--- config.mk ---
export PLATFORM = sky130hd
export DESIGN_NAME = pipe_control_flat
export DESIGN_NICKNAME = d
export VERILOG_FILES = /design/src/rtl/pipe_control_pkg.sv /design/src/rtl/pipe_control_if.sv /design/src/rtl/pipe_control_ctrl_decode.sv /design/src/rtl/pipe_control.sv /design/src/flat_wrapper.sv
export SDC_FILE = /design/constraint.sdc
export NUM_CORES = 1
export LEC_CHECK = 0
export ABC_AREA = 1
export ABC_CLOCK_PERIOD_IN_PS = 1700
export CORE_MARGIN = 2
export CORE_UTILIZATION = 42
export CTS_BUF_LIST = sky130_fd_sc_hd__clkbuf_16
export DETAILED_ROUTE_END_ITERATION = 12
export PLACE_DENSITY = 0.87
export SLEW_MARGIN = 20
export SYNTH_ARGS = -nofsm -noshare
export SYNTH_HDL_FRONTEND = slang
export SYNTH_SLANG_ARGS = --single-unit
--- constraint.sdc ---
create_clock -name clk_i -period 1.7 [get_ports clk_i]
set_clock_uncertainty 0.05 [all_clocks]
set_input_delay 0.17 -clock clk_i [delete_from_list [all_inputs] [get_ports clk_i]]
set_output_delay 0.17 -clock clk_i [all_outputs]
set_load 0.01 [all_outputs]
--- src/rtl/pipe_control_pkg.sv ---
// rtl/pipe_control_pkg.sv - shared opcodes, control-bit indices and ALUOp encodings
// Purpose: common definitions for the pipelined main-control unit.
// Ports: none (package).
package pipe_control_pkg;

  localparam int OP_W   = 6;
  localparam int CORE_W = 11;  // meaningful control-word bits; anything above is zero

  localparam logic [OP_W-1:0] OP_RTYPE = 6'b000000;
  localparam logic [OP_W-1:0] OP_LW    = 6'b100011;
  localparam logic [OP_W-1:0] OP_SW    = 6'b101011;
  localparam logic [OP_W-1:0] OP_ADDI  = 6'b001000;
  localparam logic [OP_W-1:0] OP_BEQ   = 6'b000100;
  localparam logic [OP_W-1:0] OP_J     = 6'b000010;
  localparam logic [OP_W-1:0] OP_ANDI  = 6'b001100;
  localparam logic [OP_W-1:0] OP_ORI   = 6'b001101;
  localparam logic [OP_W-1:0] OP_SLTI  = 6'b001010;
  localparam logic [OP_W-1:0] OP_BNE   = 6'b000101;
  localparam logic [OP_W-1:0] OP_JAL   = 6'b000011;

  localparam int RW       = 0;
  localparam int M2R      = 1;
  localparam int MW       = 2;
  localparam int MR       = 3;
  localparam int RDST     = 4;
  localparam int ALUOP_LO = 5;   // occupies [6:5]
  localparam int ALUSRC   = 7;
  localparam int LINK     = 8;
  localparam int ZEXT     = 9;
  localparam int ALUOP_HI = 10;

  typedef enum logic [2:0] {
    ALU_ADD   = 3'b000,
    ALU_SUB   = 3'b001,
    ALU_FUNCT = 3'b010,
    ALU_AND   = 3'b100,
    ALU_OR    = 3'b101,
    ALU_SLT   = 3'b110
  } aluop_e;

  typedef struct packed {
    logic branch;
    logic bne;
    logic jump;
    logic link;
  } strobe_t;

  // ALUOp is split across the word: bit 2 lives at [10], bits 1:0 at [6:5].
  function automatic logic [CORE_W-1:0] aluop_bits(input aluop_e op);
    logic [2:0] a;
    logic [CORE_W-1:0] w;
    a = op;
    w = '0;
    w[ALUOP_HI] = a[2];
    w[ALUOP_LO +: 2] = a[1:0];
    return w;
  endfunction

endpackage

--- src/rtl/pipe_control_if.sv ---
// rtl/pipe_control_if.sv - ID-stage inputs and pipelined control outputs of pipe_control
// Purpose: bundles the decode/hazard inputs and the control-register outputs.
// Signals: op_i, valid_i, stall_i, flush_i, hold_i (to the unit);
//          ex/mem/wb_ctrl_o, branch/bne/jump/link_o, illegal_o, bubble_cnt_o (from the unit).
// Modports: master = pipeline side driving the unit, slave = pipe_control.
interface pipe_control_if
  import pipe_control_pkg::*;
#(
  parameter int CTRL_W = 32,
  parameter int CNT_W  = 16
) ();

  logic [OP_W-1:0]   op_i;
  logic              valid_i;
  logic              stall_i;
  logic              flush_i;
  logic              hold_i;
  logic [CTRL_W-1:0] ex_ctrl_o;
  logic [CTRL_W-1:0] mem_ctrl_o;
  logic [CTRL_W-1:0] wb_ctrl_o;
  logic              branch_o;
  logic              bne_o;
  logic              jump_o;
  logic              link_o;
  logic              illegal_o;
  logic [CNT_W-1:0]  bubble_cnt_o;

  modport master (
    output op_i, valid_i, stall_i, flush_i, hold_i,
    input  ex_ctrl_o, mem_ctrl_o, wb_ctrl_o,
    input  branch_o, bne_o, jump_o, link_o, illegal_o, bubble_cnt_o
  );

  modport slave (
    input  op_i, valid_i, stall_i, flush_i, hold_i,
    output ex_ctrl_o, mem_ctrl_o, wb_ctrl_o,
    output branch_o, bne_o, jump_o, link_o, illegal_o, bubble_cnt_o
  );

endinterface

--- src/rtl/pipe_control_ctrl_decode.sv ---
// rtl/pipe_control_ctrl_decode.sv - combinational opcode to control-word decoder
// Purpose: raw decode of the ID opcode; qualification by valid/hazards happens in the top.
// Ports: op_i (opcode) -> word_o (11-bit control word), strobe_o (branch/bne/jump/link),
//        illegal_o (opcode not recognised for this EXT_OPS setting).
module ctrl_decode
  import pipe_control_pkg::*;
#(
  parameter int EXT_OPS = 1
) (
  input  logic [OP_W-1:0]   op_i,
  output logic [CORE_W-1:0] word_o,
  output strobe_t           strobe_o,
  output logic              illegal_o
);

  always_comb begin
    word_o    = '0;
    strobe_o  = '0;
    illegal_o = 1'b0;
    case (op_i)
      OP_RTYPE: begin
        word_o[RW]   = 1'b1;
        word_o[RDST] = 1'b1;
        word_o       = word_o | aluop_bits(ALU_FUNCT);
      end
      OP_LW: begin
        word_o[RW]     = 1'b1;
        word_o[M2R]    = 1'b1;
        word_o[MR]     = 1'b1;
        word_o[ALUSRC] = 1'b1;
      end
      OP_SW: begin
        word_o[MW]     = 1'b1;
        word_o[ALUSRC] = 1'b1;
      end
      OP_ADDI: begin
        word_o[RW]     = 1'b1;
        word_o[ALUSRC] = 1'b1;
      end
      OP_BEQ: strobe_o.branch = 1'b1;
      OP_J:   strobe_o.jump   = 1'b1;
      OP_ANDI: begin
        if (EXT_OPS != 0) begin
          word_o[RW]     = 1'b1;
          word_o[ALUSRC] = 1'b1;
          word_o[ZEXT]   = 1'b1;
          word_o         = word_o | aluop_bits(ALU_AND);
        end else illegal_o = 1'b1;
      end
      OP_ORI: begin
        if (EXT_OPS != 0) begin
          word_o[RW]     = 1'b1;
          word_o[ALUSRC] = 1'b1;
          word_o[ZEXT]   = 1'b1;
          word_o         = word_o | aluop_bits(ALU_OR);
        end else illegal_o = 1'b1;
      end
      OP_SLTI: begin
        if (EXT_OPS != 0) begin
          word_o[RW]     = 1'b1;
          word_o[ALUSRC] = 1'b1;
          word_o         = word_o | aluop_bits(ALU_SLT);
        end else illegal_o = 1'b1;
      end
      OP_BNE: begin
        if (EXT_OPS != 0) strobe_o.bne = 1'b1;
        else illegal_o = 1'b1;
      end
      OP_JAL: begin
        if (EXT_OPS != 0) begin
          word_o[RW]    = 1'b1;
          word_o[LINK]  = 1'b1;
          strobe_o.jump = 1'b1;
          strobe_o.link = 1'b1;
        end else illegal_o = 1'b1;
      end
      default: illegal_o = 1'b1;
    endcase
  end

endmodule

--- src/rtl/pipe_control.sv ---
// rtl/pipe_control.sv - pipelined main control with stall bubbles, flush squash and hold
// Purpose: decodes the ID opcode and carries the control word through ID/EX, EX/MEM, MEM/WB.
// Ports: clk_i, rst_i (async, active-high); bus (pipe_control_if.slave) carries
//        op/valid/stall/flush/hold in and the three control registers, ID strobes,
//        sticky illegal flag and saturating bubble count out.
module pipe_control
  import pipe_control_pkg::*;
#(
  parameter int CTRL_W  = 32,
  parameter int EXT_OPS = 1,
  parameter int CNT_W   = 16
) (
  input  logic           clk_i,
  input  logic           rst_i,
  pipe_control_if.slave  bus
);

  logic [CORE_W-1:0] dec_word;
  strobe_t           dec_strobe;
  logic              dec_illegal;

  ctrl_decode #(.EXT_OPS(EXT_OPS)) u_ctrl_decode (
    .op_i      (bus.op_i),
    .word_o    (dec_word),
    .strobe_o  (dec_strobe),
    .illegal_o (dec_illegal)
  );

  // An instruction actually issues from ID only when nothing squashes or freezes it.
  logic issue;
  assign issue = bus.valid_i & ~bus.flush_i & ~bus.stall_i & ~bus.hold_i;

  assign bus.branch_o = dec_strobe.branch & issue;
  assign bus.bne_o    = dec_strobe.bne    & issue;
  assign bus.jump_o   = dec_strobe.jump   & issue;
  assign bus.link_o   = dec_strobe.link   & issue;

  logic [CTRL_W-1:0] ex_q, mem_q, wb_q, ex_d;
  logic              illegal_q;
  logic [CNT_W-1:0]  cnt_q;

  // Hold wins over everything; otherwise any reason not to issue inserts a bubble.
  always_comb begin
    ex_d = ex_q;
    if (!bus.hold_i) begin
      if (bus.flush_i || bus.stall_i || !bus.valid_i) ex_d = '0;
      else ex_d = CTRL_W'(dec_word);
    end
  end

  always_ff @(posedge clk_i or posedge rst_i) begin
    if (rst_i) begin
      ex_q      <= '0;
      mem_q     <= '0;
      wb_q      <= '0;
      illegal_q <= 1'b0;
      cnt_q     <= '0;
    end else begin
      ex_q <= ex_d;
      if (!bus.hold_i) begin
        mem_q <= ex_q;
        wb_q  <= mem_q;
      end
      if (issue && dec_illegal) illegal_q <= 1'b1;
      // A stall coinciding with a flush is still one bubble, counted once.
      if (bus.stall_i && !bus.hold_i && (cnt_q != '1)) cnt_q <= cnt_q + CNT_W'(1);
    end
  end

  assign bus.ex_ctrl_o    = ex_q;
  assign bus.mem_ctrl_o   = mem_q;
  assign bus.wb_ctrl_o    = wb_q;
  assign bus.illegal_o    = illegal_q;
  assign bus.bubble_cnt_o = cnt_q;

endmodule

--- src/flat_wrapper.sv ---
// flat-port wrapper written by rule: the top's interface ports become plain ports
module pipe_control_flat import pipe_control_pkg::*;
#(
  parameter int CTRL_W  = 32,
  parameter int EXT_OPS = 1,
  parameter int CNT_W   = 16
)
  (clk_i, rst_i, bus_op_i, bus_valid_i, bus_stall_i, bus_flush_i, bus_hold_i, bus_ex_ctrl_o, bus_mem_ctrl_o, bus_wb_ctrl_o, bus_branch_o, bus_bne_o, bus_jump_o, bus_link_o, bus_illegal_o, bus_bubble_cnt_o);
  pipe_control_if #(.CTRL_W(CTRL_W), .CNT_W(CNT_W)) bus_i ();
  input  logic clk_i;
  input  logic rst_i;
  input wire logic [$bits(bus_i.op_i)-1:0] bus_op_i;
  input wire logic [$bits(bus_i.valid_i)-1:0] bus_valid_i;
  input wire logic [$bits(bus_i.stall_i)-1:0] bus_stall_i;
  input wire logic [$bits(bus_i.flush_i)-1:0] bus_flush_i;
  input wire logic [$bits(bus_i.hold_i)-1:0] bus_hold_i;
  output wire logic [$bits(bus_i.ex_ctrl_o)-1:0] bus_ex_ctrl_o;
  output wire logic [$bits(bus_i.mem_ctrl_o)-1:0] bus_mem_ctrl_o;
  output wire logic [$bits(bus_i.wb_ctrl_o)-1:0] bus_wb_ctrl_o;
  output wire logic [$bits(bus_i.branch_o)-1:0] bus_branch_o;
  output wire logic [$bits(bus_i.bne_o)-1:0] bus_bne_o;
  output wire logic [$bits(bus_i.jump_o)-1:0] bus_jump_o;
  output wire logic [$bits(bus_i.link_o)-1:0] bus_link_o;
  output wire logic [$bits(bus_i.illegal_o)-1:0] bus_illegal_o;
  output wire logic [$bits(bus_i.bubble_cnt_o)-1:0] bus_bubble_cnt_o;
  assign bus_i.op_i = bus_op_i;
  assign bus_i.valid_i = bus_valid_i;
  assign bus_i.stall_i = bus_stall_i;
  assign bus_i.flush_i = bus_flush_i;
  assign bus_i.hold_i = bus_hold_i;
  assign bus_ex_ctrl_o = bus_i.ex_ctrl_o;
  assign bus_mem_ctrl_o = bus_i.mem_ctrl_o;
  assign bus_wb_ctrl_o = bus_i.wb_ctrl_o;
  assign bus_branch_o = bus_i.branch_o;
  assign bus_bne_o = bus_i.bne_o;
  assign bus_jump_o = bus_i.jump_o;
  assign bus_link_o = bus_i.link_o;
  assign bus_illegal_o = bus_i.illegal_o;
  assign bus_bubble_cnt_o = bus_i.bubble_cnt_o;
  pipe_control #(.CTRL_W(CTRL_W), .EXT_OPS(EXT_OPS), .CNT_W(CNT_W)) u_core (.clk_i(clk_i), .rst_i(rst_i), .bus(bus_i));
endmodule
==> qor.csv <==
stage,metric,value,unit
outcome,status,"finished, final reports clean",
timing,"Worst Setup Slack, final",0.0102,ns
power,power per cell area,772,nW/µm²
global_route,GRT Overall Usage,16.9,%
global_route,initial antenna violation count,0,
final_layout,layout cells sized above 1,10.4,%
timing,Final min period,1.69,ns
timing,Max Slew Vio Count,0,
power,Worst IR Drop VDD,0.406,mV
timing,Final Cycle Share,99.4,%
logic_synthesis,sequential share of the synthesized area,41.2,%
critical_path,kind of critical path,primary input to primary output,
placement,Placed Cells incl. Taps,534,
logic_synthesis,commonest cells in the synthesized netlist,"nand2_1 (134), buf_4 (66), dfrtp_1 (47), inv_1 (27), nor2_1 (26)",
flow_run,max_cap viols,0,
clocking,CTS tree,done,
logic_synthesis,synth top area cells,"dfrtp_1 (41%), nand2_1 (18%), buf_4 (17%)",
drt,WL final,6.21,mm
final_layout,diode count,0,
logic_synthesis,Compound-Gate Fraction of Synth Area,4.91,%
drt,Initial DRC Count,94,
logic_synthesis,Avg Synthesized Cell Area,7.61,µm²
placement,IO buf count,65,
clocking,TritonCTS buffer count,5,
logic_synthesis,mux contribution to synthesized area,0,%
drt,total number of vias,2473,
logic_synthesis,ys flop type,dfrtp_1,
min_path,Hold Crit Class,primary input to async pin,
drt,drt drc,0,
clocking,Clock Tree Buf Depth,2,
final_layout,Final Instance Area,3680,µm²
critical_path,"Req. time, crit path",1.48,ns
critical_path,largest fanout on the critical path,4,
clocking,worst skew pair latency,0.28,ns
floorplanning,chip height,86.4,µm
global_route,residual overflow from global routing,0,
logic_synthesis,Synth Area in Simple Gates,28.4,%
timing,unrepaired setup endpoints after global routing,yes,
global_route,largest net degree at the start of global routing,48,
drt,number of detailed-route iterations in the first pass,4,
drt,ANT nets after route,0,
clocking,Sink Count,47,
logic_synthesis,Synth Cell Area,2850,µm²
logic_synthesis,post-synthesis async set-or-reset flop share,100,%
placement,Setup WS pre-CTS,-0.262,ns
global_route,vias in the first global route,2245,
timing,Hold Slack,0.183,ns
floorplanning,num ports,129,
logic_synthesis,synth unique cells,28,
floorplanning,core area,6680,µm²
final_layout,Seq. cell area,1180,µm²
clocking,hold-fix buffers at CTS,0,
clocking,Root Driver,clkbuf_16,
drt,via-per-instance ratio,4.55,
logic_synthesis,Adder-Cell Fraction of Synth Area,0.439,%
clocking,H-tree lvl count,2,
placement,dpl cell area,3500,µm²
logic_synthesis,Post-Syn Instances,375,
critical_path,Setup crit end kind,primary output,
logic_synthesis,Post-Synth XOR/XNOR Area,2.15,%
logic_synthesis,largest area contributor in the netlist,dfrtp_1,
final_layout,final core utilization,55.1,%
logic_synthesis,largest family of logic cells by synthesized area,simple AND/OR/NAND/NOR gates,
final_layout,final cell count without fillers,543,
logic_synthesis,Seq cells post-synth,47,
logic_synthesis,most common cell in the synthesized netlist,nand2_1,
final_layout,number of nets in the layout,475,
power,Pleak,1.88,nW
final_layout,area of the multi-input gates,1270,µm²
timing,setup_tns,0,ns
placement,GP Congestion,0.919,
drt,DR WL/cell,11.4,µm
final_layout,fillers,624,
floorplanning,Cell Rows,30,
placement,hpwl dp,4.73,mm
final_layout,synth-to-layout area growth,29.0,%
timing,fmax,0.592,GHz
logic_synthesis,share of the synthesized area in the top cell type,41.2,%
timing,final-report hold violation count,0,
floorplanning,DIE AREA,7470,µm²
critical_path,critical path launch point type,primary input,
floorplanning,Die Wd,86.4,µm
power,Tot Pwr,2.84,mW
logic_synthesis,Yosys Warn Count,0,
floorplanning,Starting Density,42.7,%
logic_synthesis,number of flops mapped to enable cells by yosys,0,
global_route,first-pass GRT wire length,10.1,mm
timing,"Setup violations, final",0,
clocking,Worst-path clk slew,0.07,ns
critical_path,crit path DAT,1.47,ns
==> cells by family after synthesis <==
family / Yosys count
AO/OA/AOI/OAI: 24
XOR/XNOR: 7
adder cells (fa/ha/maj): 1
buffers and inverters: 102
flip-flops: 47
other: 1
AND/OR/NAND/NOR: 193
==> flip-flops by register name, summed over array words and instances, names as in the netlist <==
register                 cells
u_core.bus.mem_ctrl_o       10
u_core.bus.wb_ctrl_o        10
u_core.bus.illegal_o         1
u_core.bus.ex_ctrl_o        10
u_core.bus.bubble_cnt_o     16
==> layout by cell type, fill, tap and decap left out <==
cell / instances
o21ai_0: 17
o211ai_1: 2
clkdlybuf4s50_1: 60
or2_2: 1
nor2_2: 4
nand4_1: 8
clkinv_2: 1
a21oi_1: 1
xor2_1: 1
buf_12: 1
inv_4: 1
nand2_1: 134
inv_1: 26
clkdlybuf4s15_1: 1
o21ai_4: 1
buf_4: 25
nor2_1: 23
nand3_1: 14
nor2_8: 1
nand3_2: 1
nor3_1: 2
nor4_1: 1
o22ai_1: 3
clkinv_1: 1
conb_1: 63
nand2_2: 3
inv_6: 1
dfrtp_1: 47
dlygate4sd2_1: 3
bufinv_16: 1
nand2_4: 1
inv_2: 1
clkbuf_16: 5
xnor2_1: 6
dlymetal6s2s_1: 1
ha_1: 1
==> routing by layer <==
metal / GRT usage, % / vias to the layer above / routed length, µm
li1: - / 1213 / -
met1: 20.3 / 1154 / 2520
met2: 29.3 / 98 / 3130
met3: 5.33 / 8 / 486
met4: 4.26 / 0 / 76
met5: 0 / - / 0
==> report_power, final <==
part           internal, mW  leakage [nW]  switching (mW)
clock                 0.694        0.0818           0.413
sequential             1.16         0.646          0.0626
combinational         0.228          1.15           0.281
==> final cells by class <==
class	count	share of cell area (%)
Clock inverter	3	1.16
Multi-Input combinational cell	288	34.4
Timing Repair Buffer	91	23.3
Sequential cell	47	32.0
Clock buffer	5	3.40
Inverter	29	3.06
Tap cell	80	2.72
==> worst paths after layout <==
path	startpoint	endpoint	slack [ns]	depth (start not counted)
setup reg to reg	u_core.bus.bubble_cnt_o[1]	u_core.bus.bubble_cnt_o[5]	0.18	8
min in group clk_i	bus_op_i[2]	u_core.bus.ex_ctrl_o[2]	0.34	4
max in group asynchronous	rst_i	u_core.bus.wb_ctrl_o[6]	1.19	3
hold reg to reg	u_core.bus.wb_ctrl_o[6]	u_core.bus.wb_ctrl_o[6]	0.42	2
setup / recovery	bus_op_i[3]	bus_link_o	0.01	5
hold / removal	rst_i	u_core.bus.bubble_cnt_o[6]	0.18	3
==> worst max-delay path: stages <==
cell and delay (ns):
clkdlybuf4s50_1 0.49, nor2_2 0.19, nand2_1 0.09, nor4_1 0.23, dlygate4sd2_1 0.30
==> timing repair <==
| item | in CTS | in global routing |
|---|---|---|
| pin swaps | 1 | 1 |
| endpoints found under the setup margin | 4 | 4 |
| gates resized for setup | 5 | 4 |
| setup buffers | 1 | 0 |
(Power assumes the default switching activity.)
